`src/rtl/m_chunk_adder_if.sv`:
```
// Operand/result handshake bundle for m_chunk_adder.
// The master side issues operands and accepts results; the adder is the slave.
interface m_chunk_adder_if #(
    parameter int D_N = 32
) ();
    logic           w_in_valid;
    logic           w_in_ready;
    logic [D_N-1:0] w_a;
    logic [D_N-1:0] w_b;
    logic           w_sub;
    logic           w_out_valid;
    logic           w_out_ready;
    logic [D_N-1:0] w_s;
    logic           w_cout;
    logic           w_ovf;

    modport master (
        output w_in_valid, w_a, w_b, w_sub, w_out_ready,
        input  w_in_ready, w_out_valid, w_s, w_cout, w_ovf
    );

    modport slave (
        input  w_in_valid, w_a, w_b, w_sub, w_out_ready,
        output w_in_ready, w_out_valid, w_s, w_cout, w_ovf
    );
endinterface

```
`src/rtl/m_chunk_adder.sv`:
```
// Multi-cycle adder/subtractor: CHUNK bits per cycle, carry held in a register
// between cycles. D_N must be a multiple of CHUNK.
//
// state | meaning
// IDLE  | ready for a new operation, last result held on w_s/w_cout/w_ovf
// BUSY  | adding one chunk per cycle, LSB chunk first
// DONE  | result valid, waiting for the consumer to take it
module m_chunk_adder #(
    parameter int D_N   = 32,
    parameter int CHUNK = 8
) (
    input logic            w_clk,
    input logic            w_rst,
    m_chunk_adder_if.slave bus
);
    localparam int NC = D_N / CHUNK;
    localparam int CW = (NC > 1) ? $clog2(NC) : 1;

    typedef enum logic [1:0] {
        IDLE = 2'd0,
        BUSY = 2'd1,
        DONE = 2'd2
    } state_t;

    state_t         state;
    state_t         state_next;

    logic [D_N-1:0] a_q;
    logic [D_N-1:0] b_q;       // already inverted for subtract
    logic [D_N-1:0] acc_q;
    logic           carry_q;
    logic [CW-1:0]  cnt_q;
    logic [D_N-1:0] s_q;
    logic           cout_q;
    logic           ovf_q;

    logic           last_chunk;
    logic [31:0]    offset;
    logic [D_N-1:0] a_sh;
    logic [D_N-1:0] b_sh;
    logic [CHUNK:0] chunk_sum;
    logic [D_N-1:0] chunk_mask;
    logic [D_N-1:0] acc_next;
    logic           ovf_next;

    // Chunk adder and accumulator merge; the merged value already contains the
    // current chunk so the final edge can load the complete result.
    always_comb begin
        last_chunk = (cnt_q == CW'(NC - 1));
        offset     = 32'(cnt_q) * 32'(CHUNK);
        a_sh       = a_q >> offset;
        b_sh       = b_q >> offset;
        chunk_sum  = {1'b0, a_sh[CHUNK-1:0]} + {1'b0, b_sh[CHUNK-1:0]}
                   + {{CHUNK{1'b0}}, carry_q};
        chunk_mask = D_N'({CHUNK{1'b1}}) << offset;
        acc_next   = (acc_q & ~chunk_mask)
                   | ((D_N'(chunk_sum[CHUNK-1:0]) << offset) & chunk_mask);
        ovf_next   = (a_q[D_N-1] == b_q[D_N-1]) && (acc_next[D_N-1] != a_q[D_N-1]);
    end

    // State register.
    always_ff @(posedge w_clk) begin
        if (w_rst) state <= IDLE;
        else       state <= state_next;
    end

    // Next-state logic.
    always_comb begin
        state_next = state;
        case (state)
            IDLE:    if (bus.w_in_valid) state_next = BUSY;
            BUSY:    if (last_chunk) state_next = DONE;
            DONE:    if (bus.w_out_ready) state_next = IDLE;
            default: state_next = IDLE;
        endcase
    end

    // Operand capture, per-chunk accumulation and result load.
    always_ff @(posedge w_clk) begin
        if (w_rst) begin
            a_q     <= '0;
            b_q     <= '0;
            acc_q   <= '0;
            carry_q <= 1'b0;
            cnt_q   <= '0;
            s_q     <= '0;
            cout_q  <= 1'b0;
            ovf_q   <= 1'b0;
        end else begin
            case (state)
                IDLE: begin
                    if (bus.w_in_valid) begin
                        a_q     <= bus.w_a;
                        b_q     <= bus.w_sub ? ~bus.w_b : bus.w_b;
                        carry_q <= bus.w_sub;
                        cnt_q   <= '0;
                        acc_q   <= '0;
                    end
                end
                BUSY: begin
                    acc_q   <= acc_next;
                    carry_q <= chunk_sum[CHUNK];
                    cnt_q   <= cnt_q + CW'(1);
                    if (last_chunk) begin
                        s_q    <= acc_next;
                        cout_q <= chunk_sum[CHUNK];
                        ovf_q  <= ovf_next;
                    end
                end
                default: ;
            endcase
        end
    end

    // Handshake flags follow the state directly; result fields come from registers.
    always_comb begin
        bus.w_in_ready  = (state == IDLE);
        bus.w_out_valid = (state == DONE);
        bus.w_s         = s_q;
        bus.w_cout      = cout_q;
        bus.w_ovf       = ovf_q;
    end
endmodule

```
`src/flat_wrapper.sv`:
```
// flat-port wrapper written by rule: the top's interface ports become plain ports
module m_chunk_adder_flat 
#(
    parameter int D_N   = 32,
    parameter int CHUNK = 8
)
  (w_clk, w_rst, bus_w_in_valid, bus_w_a, bus_w_b, bus_w_sub, bus_w_out_ready, bus_w_in_ready, bus_w_out_valid, bus_w_s, bus_w_cout, bus_w_ovf);
  m_chunk_adder_if #(.D_N(D_N)) bus_i ();
  input logic w_clk;
  input logic w_rst;
  input wire logic [$bits(bus_i.w_in_valid)-1:0] bus_w_in_valid;
  input wire logic [$bits(bus_i.w_a)-1:0] bus_w_a;
  input wire logic [$bits(bus_i.w_b)-1:0] bus_w_b;
  input wire logic [$bits(bus_i.w_sub)-1:0] bus_w_sub;
  input wire logic [$bits(bus_i.w_out_ready)-1:0] bus_w_out_ready;
  output wire logic [$bits(bus_i.w_in_ready)-1:0] bus_w_in_ready;
  output wire logic [$bits(bus_i.w_out_valid)-1:0] bus_w_out_valid;
  output wire logic [$bits(bus_i.w_s)-1:0] bus_w_s;
  output wire logic [$bits(bus_i.w_cout)-1:0] bus_w_cout;
  output wire logic [$bits(bus_i.w_ovf)-1:0] bus_w_ovf;
  assign bus_i.w_in_valid = bus_w_in_valid;
  assign bus_i.w_a = bus_w_a;
  assign bus_i.w_b = bus_w_b;
  assign bus_i.w_sub = bus_w_sub;
  assign bus_i.w_out_ready = bus_w_out_ready;
  assign bus_w_in_ready = bus_i.w_in_ready;
  assign bus_w_out_valid = bus_i.w_out_valid;
  assign bus_w_s = bus_i.w_s;
  assign bus_w_cout = bus_i.w_cout;
  assign bus_w_ovf = bus_i.w_ovf;
  m_chunk_adder #(.D_N(D_N), .CHUNK(CHUNK)) u_core (.w_clk(w_clk), .w_rst(w_rst), .bus(bus_i));
endmodule
```
`config.mk`:
```
export PLATFORM = sky130hd
export DESIGN_NAME = m_chunk_adder_flat
export DESIGN_NICKNAME = d
export VERILOG_FILES = /design/src/rtl/m_chunk_adder_if.sv /design/src/rtl/m_chunk_adder.sv /design/src/flat_wrapper.sv
export SDC_FILE = /design/constraint.sdc
export NUM_CORES = 1
export LEC_CHECK = 0
export BUFFER_PORTS_ARGS = -buffer_cell sky130_fd_sc_hd__buf_2
export CAP_MARGIN = 5
export CORE_ASPECT_RATIO = 0.6
export CORE_MARGIN = 4
export CORE_UTILIZATION = 48
export DETAILED_ROUTE_END_ITERATION = 16
export PLACE_DENSITY_LB_ADDON = 0.15
export SYNTH_ARGS = -nofsm -noshare
export SYNTH_HDL_FRONTEND = slang
export SYNTH_SLANG_ARGS = --single-unit
```
`constraint.sdc`:
```
create_clock -name w_clk -period 2.9 [get_ports w_clk]
set_input_delay 0.58 -clock w_clk [delete_from_list [all_inputs] [get_ports w_clk]]
set_output_delay 0.58 -clock w_clk [all_outputs]
set_load 0.02 [all_outputs]
```
== Word-level counts from Yosys, hierarchy flattened ==
Index checks and enable logic that the tools add are counted.
Cells by class
  $add $sub $neg: 3
  equal/unequal tests: 8
  shifts and indexed selects: 4
  muxes and demuxes: 11
  bitwise operators: 5
  reduce and logical (&&, ||, !) cells: 7
Operator list (count)
  $and A32 B32 Y32: 2
  $mux W32: 2
  $not A32 Y32: 2
  $pmux W32 S2: 1
  $shr A32 B5 Y8: 2
  $or A32 B32 Y32: 1
  $shl A8 B5 Y32: 1
  $shl A8 B5 Y32 const A: 1
  $add A8 B8 Y9: 1
  $add A9 B1 Y9: 1
  $mux W2: 4
  $pmux W2 S3: 1
  $reduce_and A2 Y1: 3
  $eq A2 B2 Y1 const B: 2
  $ne A2 B2 Y1 const B: 2
  $pmux W2 S2: 1
  $reduce_and A3 Y1: 1
  $add A2 B1 Y2 const B: 1
  $eq A2 B1 Y1 const B: 1
  $logic_not A2 Y1: 1
  $ne A2 B1 Y1 const B: 1
  $pmux W1 S2: 1
  $reduce_bool A2 Y1: 1
  $eq A1 B1 Y1: 1
  3 further kinds: 3
Word-level totals
  register bits: 135
  input bits: 69
  output and inout bits: 36
  word-level logic and storage cells: 47

== Longest topological paths before layout ==
Gate-level depths: netlist (run 1).
  depth in word-level cells: 8
  depth in mapped cells: 10
  mapped depth without buffers: 9

== Worst setup path after synthesis (run 1) ==
OpenSTA, ideal clock, no wires.
  kind: register -> register
  start: reg u_core.cnt_q[0]
  end: reg u_core.s_q[6], in the netlist u_core.bus.w_s[6]
  setup time: 0.078 ns
  arrival time: 3.190 ns
  path slack: -0.368 ns
  stages on the path, launching flop included: 11
  cell sequence: dfxtp_1 > buf_2 > mux4_2 > fa_1 > fa_1 > a21o_1 > a21oi_2 > o21ai_1 > a221oi_2 > a221oi_1 > nor3_1
Between the ends
  longest elaborated chain between the ends: 6
  elaborated cells on any way between the ends: 12
  classes of those cells: add/sub: 2; eq/ne: 1; shift: 4; bitwise: 4; reduce/logical: 1
RTL lines
  from (decl): RTL line m_chunk_adder.sv:32  | logic [CW-1:0] cnt_q;
  from (signal assigned): RTL line m_chunk_adder.sv:103  | cnt_q <= cnt_q + CW'(1);
  $shr A32 B5 Y8, on equally long branches: RTL line m_chunk_adder.sv:51, m_chunk_adder.sv:52
  $add A8 B8 Y9: RTL line m_chunk_adder.sv:53  | chunk_sum = {1'b0, a_sh[CHUNK-1:0]} + {1'b0, b_sh[CHUNK-1:0]}
  $add A9 B1 Y9: RTL line m_chunk_adder.sv:54  | + {{CHUNK{1'b0}}, carry_q};
  $shl A8 B5 Y32: RTL line m_chunk_adder.sv:57  | | ((D_N'(chunk_sum[CHUNK-1:0]) << offset) & chunk_mask);
  $and A32 B32 Y32: RTL line m_chunk_adder.sv:57
  $or A32 B32 Y32: RTL line m_chunk_adder.sv:57
  to (signal assigned): RTL line m_chunk_adder.sv:105  | s_q <= acc_next;
  to (decl): RTL line m_chunk_adder.sv:33  | logic [D_N-1:0] s_q;
Parallel ways exist; a longest one is shown, timed or not.
A chain may end at the register's enable or synchronous reset.

== Worst setup path in the final report (run 1) ==
  start: reg u_core.cnt_q[0]
  end: reg u_core.acc_q[15]
Between the ends
  longest elaborated chain between the ends: 7
  elaborated cells on any way between the ends: 11
  classes of those cells: add/sub: 2; shift: 4; mux: 1; bitwise: 4
RTL lines
  $shr A32 B5 Y8, on equally long branches: RTL line m_chunk_adder.sv:51, m_chunk_adder.sv:52
  $add A8 B8 Y9: RTL line m_chunk_adder.sv:53
  $add A9 B1 Y9: RTL line m_chunk_adder.sv:54
  $shl A8 B5 Y32: RTL line m_chunk_adder.sv:57
  $and A32 B32 Y32: RTL line m_chunk_adder.sv:57
  $or A32 B32 Y32 (*): RTL line m_chunk_adder.sv:57
  $pmux W32 S2 (*): RTL line m_chunk_adder.sv:90  | case (state)
  to (signal assigned): RTL line m_chunk_adder.sv:101  | acc_q <= acc_next;
  to (decl): RTL line m_chunk_adder.sv:30  | logic [D_N-1:0] acc_q;
Mark *: on every way between the ends. The rest lies on a longest branch, timed or not.

==> qor.txt, run 1 <==
Clock transition at path regs - 50 ps
Routed Antenna Nets - 0
Yosys warns - 0
Total GRT Usage - 23.38%
Final setup vio count - 11
EDFF count, synth - 0
Overflow after GRT - 0
Core Util, Final - 64.02%
CP startpoint - u_core.cnt_q[0]
DRC - 0
CTS H-tree lvls - 4
Count leader, synth - dfxtp_1
Post-synthesis sequential area ratio - 44.57%
Skew-Pair Late Insertion Delay - 410 ps
Register area - 2546 sq um
Post-Route WL - 16.28 mm
Worst slew margin relative to its limit - 38.14%
CP endpoint - u_core.acc_q[15]
Vias in the first global route - 4815
Syn_area_per_cell - 8.871 sq um
Main flop type after synthesis - dfxtp_1
Worst Tran Pin Value - 925.6 ps
Buffers plus inverters on the worst setup path - 3
IO Count - 105
Root buffer cell - clkbuf_16
Core area - 11450 sq um
Fin crit share - 103.7%
Slew Limit Fails - 0
First-pass GRT wire length - 25.36 mm
Peak VDD IR - 0.4269 mV
Max stage delay on crit path - 590 ps
Vias - 5179
Worst R2R Path Depth - 9
Tmin final - 3007 ps
Synthesis-to-finish area growth - 28.49%
Worst EP arrival - 3300 ps
Post-route setup slack - -107.1 ps
TritonCTS clock tree - done
Synth unique cells - 42
Post-Synthesis Cells - 643
Syn_nets - 725
Startpoint Class - register
Critical-path cell list - buf_4, buf_12, mux4_2, ha_4, a211o_4, a211o_1, a211o_4, buf_4, a22o_1
Cell family with most CP delay - compound AO/OA/AOI/OAI gates
FF-to-FF setup slack - -110 ps
CTS Sinks - 127
FILL cells - 1005
Row cnt - 30
DP HPWL - 11.32 mm
Critical-path maximum fanout - 9
Yosys top cell area share - 44.57%
WL/cell - 17.57 microns
RR Startpoint - u_core.cnt_q[0]
CP endpoint kind - register
Hold path startpoint - bus_w_a[30]
CTS Buffer Depth - 2
Pin count of the biggest net entering global routing - 97
Antenna violations before repair - 0
Leakage power - 0.002957 uW
Final net count - 838
TritonRoute pass-1 iters - 5
Worst Path Required - 3190 ps
Die Y-Extent - 92.44 microns
Worst Hold Class - input pin to register
Initial DRC count - 346
Final hold violation count - 0
Port bufs - 104
Die width - 148.7 microns
Synth Register Bits - 127
Top post-synthesis cells by area - dfxtp_1 45%, mux4_2 6.3%, nand2_1 6.3%
GP Congestion - 0.8513
Critical path depth - 9
Clk_skew - 7.613 ps
Total CTS buffers - 17
Status - finished with violations
Synth top cells by count - 127 x dfxtp_1, 95 x nand2_1, 85 x nor2_1
Post-DR vias/cell - 5.587
Max-cap violations - 0
CP max-delay cell - mux4_2
Tot Pwr - 4730 uW
Cell Area, Synth - 5704 sq um
Fraction of layout instances using a drive strength above 1 - 28.16%
Fraction of registers with async set/reset - 0%
Synth area leader - dfxtp_1
Max Freq - 332.6 MHz
Failing checks - negative setup slack
Starting Density - 49.83%
Post-CTS Hold Fix Bufs - 0
RSZ-0062 raised after global routing - yes
Multi-input gate area - 3090 sq um
Critical path class - register to register
PwrDens - 645.4 nW/um^2
ANT cells - 0
Total die area - 13750 sq um
Critical R2R Capture - u_core.acc_q[15]
-- timing repair --
item | CTS | global route
resized for setup | 5 | 20
cloned | 0 | 0
pin swaps | 1 | 14
endpoints found under the setup margin | 9 | 24
setup buffers | 1 | 13
-- final cells by class --
class | count | share of cell area (%)
clock buffers | 24 | 6.709
clock inverters | 6 | 1.127
inverters | 8 | 0.4097
multi-input cells | 458 | 42.16
flip-flops and latches | 127 | 34.74
well taps | 160 | 2.731
repair buffers | 144 | 12.12
-- kinds of logic after synthesis --
logic type,synth area share [%]
multiplexers,6.317
flip-flops,44.57
AO/OA/AOI/OAI,19.50
adder cells (fa/ha/maj),3.115
AND/OR/NAND/NOR,16.89
buffers and inverters,4.080
XOR/XNOR,5.528
-- worst reg2reg max path, delay by kind of cell (launching register included) --
kind                       cells  cell delay (ps)
DFF                            1              380
AOI/OAI and AO/OA              4             1230
buffers and inverters          3              390
muxes                          1              600
adders and majority gates      1              280
-- power by group --
| group | total (uW) | internal [uW] | switching, uW |
|---|---|---|---|
| Clock | 2080 | 1340 | 736 |
| Sequential | 1880 | 1830 | 55.0 |
| Combinational | 770 | 333 | 437 |
-- sequential cells by signal, summed over array words and instances (netlist names) --
signal,flops
u_core.state,2
u_core.bus.w_cout,1
u_core.bus.w_s,32
u_core.bus.w_ovf,1
u_core.cnt_q,2
u_core.carry_q,1
u_core.a_q,32
u_core.b_q,32
u_core.acc_q,24
-- through the flow --
step           cells  hold slack (ps)  cell area, sq um  worst slack (ps)  setup TNS, ps
6_report         927            408.6              7330            -107.1         -756.9
5_1_grt          927            402.9              7330            -262.6          -2880
4_1_cts          914            404.2              7096            -30.23         -70.98
3_5_place_dp     883            445.9              6481            -35.41         -97.99
3_3_place_gp     883            441.2              6481             52.76              0
2_1_floorplan    643            433.1              5727            -41.74         -161.3
-- how the worst min path moves through the flow --
stage          cells after the start                 end
6_report                           3      u_core.a_q[30]
2_1_floorplan                      2      u_core.a_q[16]
3_5_place_dp                       2  u_core.bus.w_s[31]
4_1_cts                            3       u_core.a_q[6]
5_1_grt                            3       u_core.a_q[6]
3_3_place_gp                       2      u_core.a_q[11]
-- layer usage --
| layer | vias to the layer above | track usage (%) | share of wire [%] | routed length, microns |
|---|---|---|---|---|
| li1 | 2499 | - | - | - |
| met1 | 2447 | 36.99 | 51 | 8302 |
| met2 | 212 | 30.56 | 40 | 6590 |
| met3 | 21 | 5.086 | 7.2 | 1174 |
| met4 | 0 | 8.149 | 1.3 | 215 |
| met5 | - | 0 | 0 | 0 |
-- placed cells by master (no fill, tap or decap), drive strengths merged, types with 6 or more instances in the layout --
cell type    n
a21oi       65
nor3        25
mux4        16
o2bb2ai      6
nand2       95
a221oi      10
a22oi        6
inv          6
dfxtp      127
buf        144
clkbuf      24
a22o        13
xnor2       34
nand3       14
a211oi      40
nor2        85
a31oi        6
ha          11
Note: power is estimated with default switching activity, not from simulation.
==> inputs of run 2 (changes only) <==
--- a/config.mk
+++ b/config.mk
@@ -7,11 +7,14 @@
 export LEC_CHECK = 0
 export BUFFER_PORTS_ARGS = -buffer_cell sky130_fd_sc_hd__buf_2
 export CAP_MARGIN = 5
+export CELL_PAD_IN_SITES_DETAIL_PLACEMENT = 1
+export CELL_PAD_IN_SITES_GLOBAL_PLACEMENT = 1
 export CORE_ASPECT_RATIO = 0.6
 export CORE_MARGIN = 4
-export CORE_UTILIZATION = 48
+export CORE_UTILIZATION = 37
 export DETAILED_ROUTE_END_ITERATION = 16
 export PLACE_DENSITY_LB_ADDON = 0.15
+export SETUP_SLACK_MARGIN = 0.02
 export SYNTH_ARGS = -nofsm -noshare
 export SYNTH_HDL_FRONTEND = slang
 export SYNTH_SLANG_ARGS = --single-unit
==> run 2 against run 1 <==
  * The run still ends with negative setup slack left
  * Critical path depth up 2
  * Clock power rose by 14%
  * Die area is 28% higher
  * Sequential share of layout area down 1.2 points
  * Power increased by 7.9%
  * Highest routed layer unchanged
  * Clock skew rose by 3.0 ps
  * Sequential cell count unchanged
  * Routed wire length up 23%
  * Clock-buffer cell count is the same
  * Combinational power rose by 9.9%
  * Register-to-register slack got worse by 80 ps
==> qor.txt, run 2 (synthesis gave the netlist of run 1 again) <==
Commonest non-fill, non-tap cell in the layout - dfxtp_1 (unchanged)
Most frequent cells in the layout - 126 x dfxtp_1, 103 x buf_2, 94 x nand2_1 (was 126 x dfxtp_1, 103 x buf_2, 95 x nand2_1)
RR Startpoint - u_core.cnt_q[0] (unchanged)
Critical path class - register to register (unchanged)
Post-DR vias/cell - 5.473 (was 5.587)
Row cnt - 34 (was 30)
Max Freq - 323.6 MHz (was 332.6 MHz)
First-pass GRT wire length - 30.41 mm (was 25.36 mm)
Clk_skew - 10.60 ps (was 7.613 ps)
Worst R2R Path Depth - 11 (was 9)
Antenna violations before repair - 0 (unchanged)
Vias in the first global route - 5470 (was 4815)
Fin crit share - 106.6% (was 103.7%)
Cell area after placement - 6549 sq um (was 6481 sq um)
CP startpoint - u_core.cnt_q[0] (unchanged)
Clock transition at path regs - 60 ps (was 50 ps)
DRC - 0 (unchanged)
Die Y-Extent - 104.2 microns (was 92.44 microns)
Total CTS buffers - 17 (unchanged)
WL/cell - 20.64 microns (was 17.57 microns)
Skew-Pair Late Insertion Delay - 420 ps (was 410 ps)
Tmin final - 3091 ps (was 3007 ps)
Port bufs - 104 (unchanged)
Fraction of layout instances using a drive strength above 1 - 30.53% (was 28.16%)
Total GRT Usage - 21.99% (was 23.38%)
Worst Tran Pin Value - 889.0 ps (was 925.6 ps)
Clk pwr share - 46.4% (was 43.9%)
TritonCTS clock tree - done (unchanged)
Worst Hold Class - input pin to register (unchanged)
Slew Limit Fails - 0 (unchanged)
Final setup vio count - 18 (was 11)
Peak VDD IR - 0.3760 mV (was 0.4269 mV)
Critical-path maximum fanout - 5 (was 9)
Root buffer cell - clkbuf_16 (unchanged)
Multi-input gate area - 3211 sq um (was 3090 sq um)
DP HPWL - 13.20 mm (was 11.32 mm)
Post-route setup slack - -190.6 ps (was -107.1 ps)
Starting Density - 38.53% (was 49.83%)
Flop pwr share - 37.0% (was 39.8%)
Initial DRC count - 398 (was 346)
CTS H-tree lvls - 4 (unchanged)
Critical R2R Capture - u_core.acc_q[14] (was u_core.acc_q[15])
GP Congestion - 0.8741 (was 0.8513)
Net Sw Frac - 26.54% (was 25.95%)
Vias - 5314 (was 5179)
Status - finished with violations (unchanged)
Final net count - 842 (was 838)
IO Count - 105 (unchanged)
Worst Path Required - 3200 ps (was 3190 ps)
ANT cells - 0 (unchanged)
Register area - 2546 sq um (unchanged)
Routed Antenna Nets - 0 (unchanged)
Failing checks - negative setup slack (unchanged)
CP endpoint - u_core.acc_q[14] (was u_core.acc_q[15])
Startpoint Class - register (unchanged)
Post-Route WL - 20.04 mm (was 16.28 mm)
PwrDens - 671.5 nW/um^2 (was 645.4 nW/um^2)
CTS Buffer Depth - 2 (unchanged)
Max-cap violations - 0 (unchanged)
Die width - 168.3 microns (was 148.7 microns)
Pin count of the biggest net entering global routing - 60 (was 97)
TritonRoute pass-1 iters - 5 (unchanged)
Worst slew margin relative to its limit - 40.59% (was 38.14%)
Switch Pwr - 1354 uW (was 1228 uW)
Comb power frac - 16.6% (was 16.3%)
Overflow after GRT - 0 (unchanged)
Final hold violation count - 0 (unchanged)
FILL cells - 1693 (was 1005)
Total die area - 17530 sq um (was 13750 sq um)
Int Power - 3748 uW (was 3503 uW)
CP endpoint kind - register (unchanged)
Final instance area - 7599 sq um (was 7330 sq um)
Worst EP arrival - 3390 ps (was 3300 ps)
CTS Sinks - 127 (unchanged)
Synthesis-to-finish area growth - 33.21% (was 28.49%)
Post-Layout Cell Count - 971 (was 927)
Leakage power - 0.003012 uW (was 0.002957 uW)
FF-to-FF setup slack - -190 ps (was -110 ps)
Core area - 14800 sq um (was 11450 sq um)
Cells after DPL - 927 (was 883)
RSZ-0062 raised after global routing - yes (unchanged)
-- run 2: worst min-delay path by stage --
stage                   startpoint        endpoint  slack (ps)  depth (start not counted)
floorplan           u_core.a_q[16]  u_core.a_q[16]         430                          2
CTS                     bus_w_a[4]   u_core.a_q[4]         390                          3
finish                 bus_w_a[21]  u_core.a_q[21]         400                          3
global placement     u_core.a_q[3]   u_core.a_q[3]         440                          2
detailed placement   u_core.a_q[3]   u_core.a_q[3]         450                          2
global route           bus_w_a[20]  u_core.a_q[20]         410                          3
-- run 2: stage by stage --
step	setup WS (ps)	TNS (ps)	utilization (%)	hold WS [ps]	total power, uW
after global routing	-272.7	-4514	51.33	413.5	5268
after floorplan	-41.74	-161.3	-	433.1	2337
after global placement	-74.06	-74.06	44.24	442.6	2574
after CTS	-62.82	-407.7	49.88	393.8	5022
final	-190.6	-1997	51.33	399.3	5102
after detailed placement	-97.02	-347.1	44.24	450.2	2601
-- run 2: power groups by stage --
stage	Combinational (uW)	Sequential, uW	Clock (uW)
floorplan	443	1890	0
finish	846	1890	2370
global placement	656	1920	0
global route	915	1890	2460
CTS	759	1880	2380
detailed placement	682	1920	0
-- run 2: layout make-up --
type	count	share of cell area, %
Inverter	8	0.3952
Tap cell	198	3.260
Clock buffer	24	6.619
Multi-Input combinational cell	458	42.25
Sequential cell	127	33.51
Timing Repair Buffer	148	11.99
Clock inverter	8	1.976
-- run 2: layer usage --
layer  wire length [microns]  global-route usage (%)
met3                    1302                   4.671
met5                       0                       0
met2                    8529                   31.82
met1                    9976                   33.11
met4                     236                   5.559
-- run 2: worst max-delay path: stages (launching register included) --
cell and delay [ps]:
dfxtp_4 380, mux4_2 550, fa_2 420, fa_2 390, a21o_1 180, a21oi_2 200
buf_6 140, nand2b_4 130, a221oi_4 70, buf_12 160, buf_4 140, a22o_1 210
-- run 2: what timing repair did --
item,CTS,global route
resized for setup,21,23
pin swaps,18,20
setup buffers,5,9
hold buffers,0,0
setup endpoints to repair,14,31
